==> src/rtl/gray_count_receiver.sv <==
`default_nettype none
// ============================================================================
// Module      : gray_count_receiver
// Description : Receiving end of a gray-coded counter crossing. The gray count
//               arrives from an unrelated clock domain, passes through a
//               SYNC_STAGES-deep flop synchronizer, is converted to binary and
//               every observed change is checked. A +1 step (mod 2^LENGTH)
//               pulses step_o and bumps a saturating total; any other change
//               raises a sticky error and parks the tracker in FAULT until
//               clear_i.
//
// Ports       : clk_i        receiving-domain clock
//               reset_ni     asynchronous active-low reset
//               count_gray_i gray count from the producer (asynchronous)
//               clear_i      synchronous clear of total_o and err_o
//               count_bin_o  last accepted count, binary
//               valid_o      baseline captured, other outputs meaningful
//               step_o       one-cycle pulse per accepted +1 step
//               total_o      saturating count of accepted steps
//               err_o        sticky illegal-transition flag
//
// Revision    : 1.0 - initial release
// ============================================================================
module gray_count_receiver #(
    parameter int LENGTH      = 3,
    parameter int SYNC_STAGES = 2,
    parameter int TOTAL_W     = 16
) (
    input  logic               clk_i,
    input  logic               reset_ni,
    input  logic [LENGTH-1:0]  count_gray_i,
    input  logic               clear_i,
    output logic [LENGTH-1:0]  count_bin_o,
    output logic               valid_o,
    output logic               step_o,
    output logic [TOTAL_W-1:0] total_o,
    output logic               err_o
);

    typedef enum logic [1:0] {
        ST_FILL  = 2'd0,
        ST_TRACK = 2'd1,
        ST_FAULT = 2'd2
    } state_t;

    localparam int                   c_FILL_W    = $clog2(SYNC_STAGES + 1);
    localparam logic [c_FILL_W-1:0]  c_FILL_LAST = c_FILL_W'(SYNC_STAGES);
    localparam logic [TOTAL_W-1:0]   c_TOTAL_MAX = '1;
    localparam logic [LENGTH-1:0]    c_ONE       = LENGTH'(1);

    // ------------------------------------------------------------------
    // Synchronizer: plain flop chain, nothing between the stages.
    // ------------------------------------------------------------------
    logic [LENGTH-1:0] r_sync [SYNC_STAGES];

    generate
        for (genvar i = 0; i < SYNC_STAGES; i++) begin : g_sync
            if (i == 0) begin : g_first
                always_ff @(posedge clk_i or negedge reset_ni) begin
                    if (!reset_ni) r_sync[i] <= '0;
                    else           r_sync[i] <= count_gray_i;
                end
            end else begin : g_next
                always_ff @(posedge clk_i or negedge reset_ni) begin
                    if (!reset_ni) r_sync[i] <= '0;
                    else           r_sync[i] <= r_sync[i-1];
                end
            end
        end
    endgenerate

    // ------------------------------------------------------------------
    // Gray to binary: each binary bit is the XOR of all gray bits at or
    // above its position.
    // ------------------------------------------------------------------
    logic [LENGTH-1:0] w_sync_gray;
    logic [LENGTH-1:0] w_sync_bin;

    assign w_sync_gray = r_sync[SYNC_STAGES-1];

    generate
        for (genvar b = 0; b < LENGTH; b++) begin : g_g2b
            assign w_sync_bin[b] = ^w_sync_gray[LENGTH-1:b];
        end
    endgenerate

    // ------------------------------------------------------------------
    // Tracker state and registered outputs
    // ------------------------------------------------------------------
    state_t             r_state,    w_state_nxt;
    logic [c_FILL_W-1:0] r_fill_cnt, w_fill_nxt;
    logic [LENGTH-1:0]  r_prev,     w_prev_nxt;
    logic               r_valid,    w_valid_nxt;
    logic               r_step,     w_step_nxt;
    logic [TOTAL_W-1:0] r_total,    w_total_nxt;
    logic               r_err,      w_err_nxt;

    logic [LENGTH-1:0]  w_delta;
    logic [TOTAL_W-1:0] w_total_inc;

    // Modular difference: wrap from 2^LENGTH-1 to 0 naturally yields 1.
    assign w_delta     = w_sync_bin - r_prev;
    assign w_total_inc = (r_total == c_TOTAL_MAX) ? r_total : r_total + TOTAL_W'(1);

    always_ff @(posedge clk_i or negedge reset_ni) begin
        if (!reset_ni) begin
            r_state    <= ST_FILL;
            r_fill_cnt <= '0;
            r_prev     <= '0;
            r_valid    <= 1'b0;
            r_step     <= 1'b0;
            r_total    <= '0;
            r_err      <= 1'b0;
        end else begin
            r_state    <= w_state_nxt;
            r_fill_cnt <= w_fill_nxt;
            r_prev     <= w_prev_nxt;
            r_valid    <= w_valid_nxt;
            r_step     <= w_step_nxt;
            r_total    <= w_total_nxt;
            r_err      <= w_err_nxt;
        end
    end

    always_comb begin
        w_state_nxt = r_state;
        w_fill_nxt  = r_fill_cnt;
        w_prev_nxt  = r_prev;
        w_valid_nxt = r_valid;
        w_step_nxt  = 1'b0;
        w_total_nxt = r_total;
        w_err_nxt   = r_err;

        case (r_state)
            ST_FILL: begin
                // Wait until the whole synchronizer holds post-reset samples,
                // then take the synchronized value as the baseline.
                if (r_fill_cnt == c_FILL_LAST) begin
                    w_prev_nxt  = w_sync_bin;
                    w_valid_nxt = 1'b1;
                    w_state_nxt = ST_TRACK;
                end else begin
                    w_fill_nxt = r_fill_cnt + c_FILL_W'(1);
                end
            end

            ST_TRACK: begin
                if (w_delta == c_ONE) begin
                    w_step_nxt  = 1'b1;
                    w_prev_nxt  = w_sync_bin;
                    w_total_nxt = w_total_inc;
                end else if (w_delta != '0) begin
                    w_err_nxt   = 1'b1;
                    w_prev_nxt  = w_sync_bin;
                    w_state_nxt = ST_FAULT;
                end
                // Clear wins over a same-cycle step; the pulse still fires.
                if (clear_i) begin
                    w_total_nxt = '0;
                end
            end

            ST_FAULT: begin
                // Re-baseline continuously so a clear resumes from the
                // current producer value rather than the faulting one.
                w_prev_nxt = w_sync_bin;
                if (clear_i) begin
                    w_err_nxt   = 1'b0;
                    w_total_nxt = '0;
                    w_state_nxt = ST_TRACK;
                end
            end

            default: begin
                w_state_nxt = ST_FILL;
                w_fill_nxt  = '0;
            end
        endcase
    end

    assign count_bin_o = r_prev;
    assign valid_o     = r_valid;
    assign step_o      = r_step;
    assign total_o     = r_total;
    assign err_o       = r_err;

endmodule
`default_nettype wire

==> config.mk <==
export PLATFORM = sky130hd
export DESIGN_NAME = gray_count_receiver
export DESIGN_NICKNAME = d
export VERILOG_FILES = /design/src/rtl/gray_count_receiver.sv
export SDC_FILE = /design/constraint.sdc
export NUM_CORES = 1
export LEC_CHECK = 0
export ABC_AREA = 1
export CAP_MARGIN = 10
export CORE_MARGIN = 8
export CORE_UTILIZATION = 25
export CTS_BUF_LIST = sky130_fd_sc_hd__clkbuf_2 sky130_fd_sc_hd__clkbuf_4 sky130_fd_sc_hd__clkbuf_8
export DETAILED_ROUTE_END_ITERATION = 8
export GPL_TIMING_DRIVEN = 0
export SLEW_MARGIN = 5
export SYNTH_ARGS = -nofsm -noshare
export SYNTH_HDL_FRONTEND = slang
export SYNTH_SLANG_ARGS = --single-unit
export TNS_END_PERCENT = 10
==> constraint.sdc <==
create_clock -name clk_i -period 2.2 [get_ports clk_i]
set_input_delay 0.44 -clock clk_i [delete_from_list [all_inputs] [get_ports clk_i]]
set_output_delay 0.44 -clock clk_i [all_outputs]
set_load 0.05 [all_outputs]
# Yosys cells after proc, flatten, opt, wreduce, memory -nomap -nowiden
# Cells that the tools add are included.
# totals
reg_bits	32
elab_cells	61
# op_classes
reduce_logical	13
addsub	3
bitwise_logic	1
n_eq_ne	13
muxes	22
# ops
op	count
$mux 16	4
$pmux 16 s2	1
$add 16x1->16 const B	1
$eq 16x16->1 const B	1
$reduce_and 4->1	3
$mux 2	5
$ne 2x2->1 const B	5
$mux 3	3
$ne 3x3->1 const B	3
$pmux 3 s3	1
$pmux 2 s3	1
$reduce_bool 3->1	2
$mux 1	5
$eq 2x2->1 const B	2
$pmux 2 s2	1
$reduce_and 2->1	2
$eq 3x1->1 const B	1
$reduce_and 3->1	1
$reduce_xor 3->1	1
$sub 3x3->3	1
$add 2x1->2 const B	1
$eq 2x1->1 const B	1
$logic_not 2->1	1
$pmux 1 s2	1
4 further kinds	4

# Longest topological paths before layout
# Gate-level depths: netlist (run 1).
# logic_depth
depth_word	6
ltp_mapped	15
depth_no_buf	14

# Least setup slack after synthesis (run 1)
# OpenSTA, ideal clock, no wires.
# synth_timing
path_type	register to register
startpoint	register r_sync (netlist bit w_sync_gray[2])
endpoint	register r_total[11], in the netlist total_o[11]
n_path_buf	1
arrival_ns	2.234
setup_slack_ns	-0.153
required_ns	2.081
period_less_slack_ns	2.353
setup_ns	0.119
stages_incl_launch_ff	16
cell_sequence	dfrtp_1 -> xor2_1 -> xor2_1 -> inv_1 -> ha_1 -> inv_1 -> fa_1 -> inv_1 -> nand2_1 -> nor2_1 -> nand3_1 -> nand2_1 -> nand3_2 -> buf_6 -> nor2_2 -> nor2_2
# synth_via
elab_chain_cells	5
word_cells_on_any_way	6
# synth_rtl
element	line_no	source
start: declaration	54	logic [LENGTH-1:0] r_sync [SYNC_STAGES];
start signal: indexed assignment	66	else r_sync[i] <= r_sync[i-1];
$reduce_xor 3->1 / $reduce_xor 2->1 (equally long branches)	83	assign w_sync_bin[b] = ^w_sync_gray[LENGTH-1:b];
$sub 3x3->3 *	102	assign w_delta = w_sync_bin - r_prev;
$eq 3x1->1 *	148	if (w_delta == c_ONE) begin
$ne 3x3->1 (no line) *	n/a	
$reduce_and 4->1 (no line) *	n/a	
end signal: assignment	120	r_total <= w_total_nxt;
end: declaration	95	logic [TOTAL_W-1:0] r_total, w_total_nxt;
# Every way passes the cells marked *; elsewhere a longest branch is shown, timed or not.
# A chain may end at the register's enable or synchronous reset.

# Worst setup path in the final report (run 1)
# layout_timing
startpoint	register r_sync (netlist bit w_sync_gray[1])
endpoint	register r_total[8], in the netlist total_o[8]
# Same word-level chain as after synthesis.

==> metrics.yaml, run 1 <==
status: "finished, violations left"
violations: "setup timing"
timing.final.ws_setup_ns: -0.210
synth_area_leader_cell: "dfrtp_1"
clock-sinks: 32
cts_root_buf: "clkbuf_8"
worstPathCellList: "xor2_2 > xor2_1 > inv_1 > ha_2 > inv_2 > fa_1 > inv_1 > nand2_2 > nor2_2 > nand3_2 > nand2_2 > nand3_4 > buf_6 > nand2_1 > o21ai_1"
crit_path_end_kind: "flop"
synth.area.top_cells: "dfrtp_1 (43%), nand2_1 (14%), nand3_1 (7.0%), inv_1 (6.2%), nor2_1 (5.2%)"
finalHoldViolations: 0
drc_errors: 0
synth.distinct_cells: 26
num_rows: 31
maxCapViolCount: 0
dp.final_hpwl_mm: 3.41
crit_fanout: 6
avgSynthCellArea_um2: 7.67
ir_drop_mv: 0.340
antenna_found_initial: 0
synthCells: 244
slowest_stage: "fa_1"
synth_top_family_by_area: "simple AND/OR/NAND/NOR gates"
antenna_cells: 0
synthSimpleGateAreaFrac_pct: 32.1
die_x_um: 103
place.port_buffers: 27
slowest_delay_ns: 0.42
yosysWarnings: 0
power_mw: 3.01
layout-drive-gt1-share_pct: 16.8
drtIter0Drc: 95
post-route-period-util_pct: 110
area_growth_pct: 34.8
vias_per_cell: 4.38
leakagePower_nw: 1.11
fmax_ghz: 0.415
setup_viol: 19
worstHoldPathType: "input port to async pin"
synth-xor-area-share_pct: 1.40
nets: 299
synth.most_common_cell: "nand2_1"
ios: 28
clk_pin_slew_ns: 0.07
grt_pass1_vias: 1688
synthArstFlopShare_pct: 100
clock_path_buffers: 2
grt_setup_unrepaired: "true"
worst_slew_pin_slew_ns: 0.725
cp.arrival_ns: 2.59
cp.required_ns: 2.38
synthFlopType: "dfrtp_1"
start_util_pct: 25.8
vias: 1687
grt_pass1_wl_mm: 8.09
synth_seq_area_share_pct: 42.8
syn-num-nets: 258
finalClockSkew_ns: 0.00536
die_area_um2: 10500
grtUsageTotal_pct: 9.84
placed_cell_area_um2: 2270
die_h_um: 103
crit_type: "flop to flop"
ant_nets: 0
clkLatencyLatePin_ns: 0.29
path_delay_family: "adder cells"
cts_tree: "built"
place_congestion: 0.826
yosys.area.top_type_share_pct: 42.8
maxSlewViolCount: 0
synthAdderAreaFrac_pct: 5.75
ys_ff_latch: 32
gr-total-overflow: 0
htreeDepth: 2
synth_area_um2: 1870
place_ws_ns: -0.331
cp-start-kind: "flop"
fin_crit_ns: 2.41
power_density_nw_per_um2: 1190
slew_headroom_pct: 51.7
wl_per_cell_um: 12.4
grt_max_degree: 33
synth_edf_count: 0
synth_compound_area_share_pct: 9.76
core_area_um2: 7250
dr.pass1.iters: 4
synth_common_cells: "nand2_1 (69), dfrtp_1 (32), inv_1 (31)"
fin_area_um2: 2520
synth.area.mux_share_pct: 0
cts_buffers: 5
drt-total-wl_mm: 4.77
nFillCells: 761
crit_buf_inv: 4
## placed cells by master (no fill, tap or decap), types with 2 or more instances in the layout
cell and instances:
a21oi_1 5, buf_4 4, buf_6 2, buf_8 2, clkbuf_16 2, clkbuf_8 6, clkdlybuf4s50_1 26, dfrtp_1 32
ha_1 6, inv_1 29, inv_2 2, nand2_1 58, nand2_2 11, nand3_1 25, nand3_2 2, nand4_1 2
nor2_1 25, nor2_2 2, nor2_4 3, o21ai_0 2, o21ai_1 14, o21ai_2 2, o21bai_1 5, or2_2 2
xor2_1 2
## layer usage
metal	up-vias	GRT usage, %	share of wire [%]
li1	863	-	-
met1	786	11.7	45
met2	28	16.3	48
met3	10	3.04	4.8
met4	0	3.72	1.8
met5	-	0	0
## repair_timing
action,in CTS,in global routing
gates cloned,1,2
hold buffers,0,0
setup buffers,3,1
endpoints found under the setup margin,21,23
resized for setup,6,19
pin swaps,3,6
## registers in the layout (all words and copies together), names as in the netlist
name	count
total_o	16
count_bin_o	3
r_sync	3
w_sync_gray	3
r_fill_cnt	2
r_state	2
err_o	1
step_o	1
valid_o	1
## worst paths after layout
| kind | end | cells after the start | slack (ns) | startpoint |
|---|---|---|---|---|
| setup / recovery | total_o[8]$_DFFE_PN0P_ | 15 | -0.21 | w_sync_gray[1]$_DFF_PN0_ |
| hold / removal | count_bin_o[1]$_DFFE_PN0P_ | 1 | 0.20 | reset_ni |
| setup reg to reg | total_o[8]$_DFFE_PN0P_ | 15 | -0.21 | w_sync_gray[1]$_DFF_PN0_ |
| hold reg to reg | w_sync_gray[2]$_DFF_PN0_ | 0 | 0.35 | r_sync[5]$_DFF_PN0_ |
| max in group asynchronous | total_o[6]$_DFFE_PN0P_ | 1 | 1.54 | reset_ni |
| min in group clk_i | w_sync_gray[2]$_DFF_PN0_ | 0 | 0.35 | r_sync[5]$_DFF_PN0_ |
## cells by family after synthesis
| logic type | after synthesis |
|---|---|
| adders and majority gates | 8 |
| DFF | 32 |
| and+or+nand+nor | 134 |
| AOI/OAI and AO/OA | 32 |
| xor gates and xnor gates | 3 |
| buffers and inverters | 35 |
## layout make-up
class,count,area (µm²),share of cell area [%]
flip-flops and latches,32,801,31.7
well taps,99,124,4.91
repair buffers,34,357,14.1
inverters,31,116,4.61
multi-input cells,177,982,38.9
plain buffers,4,45.0,1.79
clock inverters,1,7.51,0.298
clock buffers,7,90.1,3.57
## where the power goes
part	total [mW]	switching, mW	leakage (nW)	internal [mW]
combinational	1.69	1.02	0.652	0.668
sequential	0.809	0.0997	0.412	0.709
clock	0.512	0.245	0.0479	0.267
total	3.01	1.36	1.11	1.64
## through the flow
stage	utilization (%)	std cells	hold WS [ns]	setup TNS, ns
3_5_place_dp	31.3	370	0.335	-5.25
6_report	34.8	385	0.205	-3.33
5_1_grt	34.8	385	0.275	-6.77
4_1_cts	33.3	382	0.234	-4.42
2_1_floorplan	-	244	0.144	-1.10
3_3_place_gp	31.4	370	0.335	-4.14
No activity file was read; power rests on OpenSTA's default activity.
==> inputs of run 2 (changes only) <==
--- a/config.mk
+++ b/config.mk
@@ -10,6 +10,7 @@
 export CORE_MARGIN = 8
 export CORE_UTILIZATION = 25
 export CTS_BUF_LIST = sky130_fd_sc_hd__clkbuf_2 sky130_fd_sc_hd__clkbuf_4 sky130_fd_sc_hd__clkbuf_8
+export CTS_CLUSTER_DIAMETER = 150
 export DETAILED_ROUTE_END_ITERATION = 8
 export GPL_TIMING_DRIVEN = 0
 export SLEW_MARGIN = 5
==> results of run 2 <==
The final DEF is identical to that of run 1; final timing and power are the same.
==> inputs of run 3 (changes only) <==
--- a/config.mk
+++ b/config.mk
@@ -7,13 +7,13 @@
 export LEC_CHECK = 0
 export ABC_AREA = 1
 export CAP_MARGIN = 10
-export CORE_MARGIN = 8
+export CORE_MARGIN = 4
 export CORE_UTILIZATION = 25
 export CTS_BUF_LIST = sky130_fd_sc_hd__clkbuf_2 sky130_fd_sc_hd__clkbuf_4 sky130_fd_sc_hd__clkbuf_8
 export CTS_CLUSTER_DIAMETER = 150
 export DETAILED_ROUTE_END_ITERATION = 8
 export GPL_TIMING_DRIVEN = 0
-export SLEW_MARGIN = 5
+export SLEW_MARGIN = 20
 export SYNTH_ARGS = -nofsm -noshare
 export SYNTH_HDL_FRONTEND = slang
 export SYNTH_SLANG_ARGS = --single-unit
==> run 3 against run 2 <==
  * The run still ends with setup timing left
  * Largest cell class unchanged
  * Core utilization down 0.10 points
  * Highest routed layer unchanged
  * Hold slack worse by 0.099 ns
  * Routed wire length down 4.3%
==> metrics.yaml, run 3 (synthesized netlist as in run 1, its figures left out) <==
status: "finished, violations left"
violations: "setup timing"
leakagePower_nw: 1.12  # +0.56%
nFillCells: 758  # -0.39%
reg2reg_from: "w_sync_gray[1]$_DFF_PN0_"
setup_viol: 16  # -3
ant_nets: 0  # unchanged
final_cell_count_no_fill: 386  # +0.26%
cts_root_buf: "clkbuf_8"
crit_path_end_kind: "flop"
placed_cell_area_um2: 2290  # +0.88%
place_congestion: 0.842  # +1.9%
htreeDepth: 2  # unchanged
drtIter0Drc: 42  # -56%
clock_path_buffers: 2  # unchanged
antenna_cells: 0  # unchanged
grtUsageTotal_pct: 10.9  # +1.0 points
cp-start-kind: "flop"
crit_fanout: 5  # -1
ir_drop_mv: 0.354  # +4.0%
nets: 300  # +0.33%
power_frac_comb_pct: 52.9  # -3.2 points
fin_area_um2: 2510  # -0.30%
clock_power_share_pct: 19.7  # +2.7 points
swShare_pct: 44.2  # -1.2 points
vias: 1711  # +1.4%
gr-total-overflow: 0  # unchanged
clk_pin_slew_ns: 0.07  # about the same
final_common_cell: "nand2_1"
r2r_end: "total_o[6]$_DFFE_PN0P_"
maxSlewViolCount: 0  # unchanged
post-route-period-util_pct: 111  # +1.4 points
cp.arrival_ns: 2.60  # about the same
cts_tree: "built"
vias_per_cell: 4.43  # +1.2%
fin_setup_tns_ns: -3.50  # -0.170 ns
grt_setup_unrepaired: "true"
slew_headroom_pct: 66.2  # +14 points
die_x_um: 94.5  # -7.8%
seqPwrFrac_pct: 27.4  # +0.5 points
r2r_slack_ns: -0.24  # -0.03 ns
p_int_mw: 1.64  # -0.13%
area_growth_pct: 34.4
dr.pass1.iters: 4  # unchanged
num_rows: 31  # unchanged
start_util_pct: 25.8  # unchanged
layout-drive-gt1-share_pct: 14.6  # -2.1 points
finalClockSkew_ns: 0.00290  # -0.00247 ns
grt_pass1_vias: 1679  # -0.53%
cp.required_ns: 2.36  # -0.02 ns
largest_register_ffs: 16  # unchanged
grt_max_degree: 33  # unchanged
crit_type: "flop to flop"
layout_common_cells: "nand2_1 (62), dfrtp_1 (32), inv_1 (30)"
dp.cells: 371  # +0.27%
clock-sinks: 32  # unchanged
fmax_ghz: 0.410  # -1.3%
antenna_found_initial: 0  # unchanged
die_area_um2: 8940  # -15%
fin_crit_ns: 2.44  # +0.0311 ns
worstHoldPathType: "input port to async pin"
cts_buffers: 5  # unchanged
power_density_nw_per_um2: 1170  # -2.0%
r2r_cells: 15  # unchanged
maxCapViolCount: 0  # unchanged
core_area_um2: 7250  # unchanged
finalHoldViolations: 0  # unchanged
ios: 28  # unchanged
die_h_um: 94.5  # -7.8%
worst_slew_pin_slew_ns: 0.506  # -0.219 ns
clkLatencyLatePin_ns: 0.28  # about the same
drt-total-wl_mm: 4.56  # -4.3%
dp.final_hpwl_mm: 3.27  # -4.1%
switching_power_mw: 1.30  # -4.8%
grt_pass1_wl_mm: 7.65  # -5.4%
timing.final.ws_setup_ns: -0.241  # -0.0311 ns
postLayoutCoreUtil_pct: 34.7  # -0.10 points
place.port_buffers: 27  # unchanged
drc_errors: 0  # unchanged
wl_per_cell_um: 11.8  # -4.6%
[run 3: changes by cell type in the layout (fill, tap and decap cells not counted), moves of 2 or more]
cell / before / now
o21ai_0: 2 / 4
nand2_1: 58 / 62
o21ai_2: 2 / 0
nand2_2: 11 / 7
[run 3: how the worst max path moves through the flow]
stage,startpoint,endpoint,slack (ns),cells past startpoint
after floorplan,w_sync_gray[1]$_DFF_PN0_,total_o[6]$_DFFE_PN0P_,-0.07,15
after global placement,w_sync_gray[2]$_DFF_PN0_,total_o[12]$_DFFE_PN0P_,-0.26,15
after detailed placement,w_sync_gray[2]$_DFF_PN0_,total_o[9]$_DFFE_PN0P_,-0.32,15
after CTS,w_sync_gray[2]$_DFF_PN0_,total_o[9]$_DFFE_PN0P_,-0.24,15
after global routing,w_sync_gray[1]$_DFF_PN0_,total_o[0]$_DFFE_PN0P_,-0.38,15
final,w_sync_gray[1]$_DFF_PN0_,total_o[6]$_DFFE_PN0P_,-0.24,15
[run 3: area by class of cell]
cell class | count | area, µm² | area share [%]
inverter | 31 | 116 | 4.63
timing repair buffer | 35 | 353 | 14.0
multi-input combinational | 177 | 965 | 38.4
clock inverter | 2 | 35.0 | 1.39
sequential | 32 | 801 | 31.8
buffer | 4 | 45.0 | 1.79
tap | 99 | 124 | 4.93
clock buffer | 6 | 76.3 | 3.03
[run 3: per-layer routing]
layer  GRT usage [%]  part of all wire, %  up-vias
met5               0                    0        -
met4            3.73                  1.1        0
met3            2.87                  4.6        6
met2            16.8                   46       45
met1            14.7                   48      799
li1                -                    -      861
[run 3: repair_timing]
| item | CTS | global route |
|---|---|---|
| gates resized for setup | 4 | 10 |
| cloned | 1 | 1 |
| endpoints found under the hold margin | 0 | 0 |
| pin swaps | 1 | 6 |
| setup buffers | 3 | 2 |
| hold buffers | 0 | 0 |
| endpoints found under the setup margin | 21 | 23 |
[run 3: stage by stage]
step | total power, mW | setup slack, ns | hold WS (ns)
final | 2.94 | -0.241 | 0.106
after global routing | 3.15 | -0.384 | 0.112
after CTS | 2.84 | -0.240 | 0.109
after detailed placement | 2.19 | -0.324 | 0.340
after global placement | 2.16 | -0.262 | 0.336
after floorplan | 1.80 | -0.0704 | 0.144
[run 3: critical path, cell delays in order, from the launching register on]
cell and delay [ns]:
dfrtp_1 0.40, xor2_2 0.18, xor2_1 0.14, inv_1 0.09, ha_2 0.17, inv_2 0.03
fa_1 0.42, inv_1 0.08, nand2_2 0.06, nor2_2 0.12, nand3_2 0.10, nand2_2 0.09
nand3_4 0.13, clkbuf_16 0.20, nand2_2 0.04, o21ai_1 0.06
[run 3: power groups by stage]
stage / clock (mW) / combinational, mW / sequential [mW]
6_report: 0.580 / 1.56 / 0.805
2_1_floorplan: 0 / 0.739 / 1.06
5_1_grt: 0.624 / 1.71 / 0.825
3_5_place_dp: 0 / 1.37 / 0.819
4_1_cts: 0.597 / 1.44 / 0.806
3_3_place_gp: 0 / 1.34 / 0.815
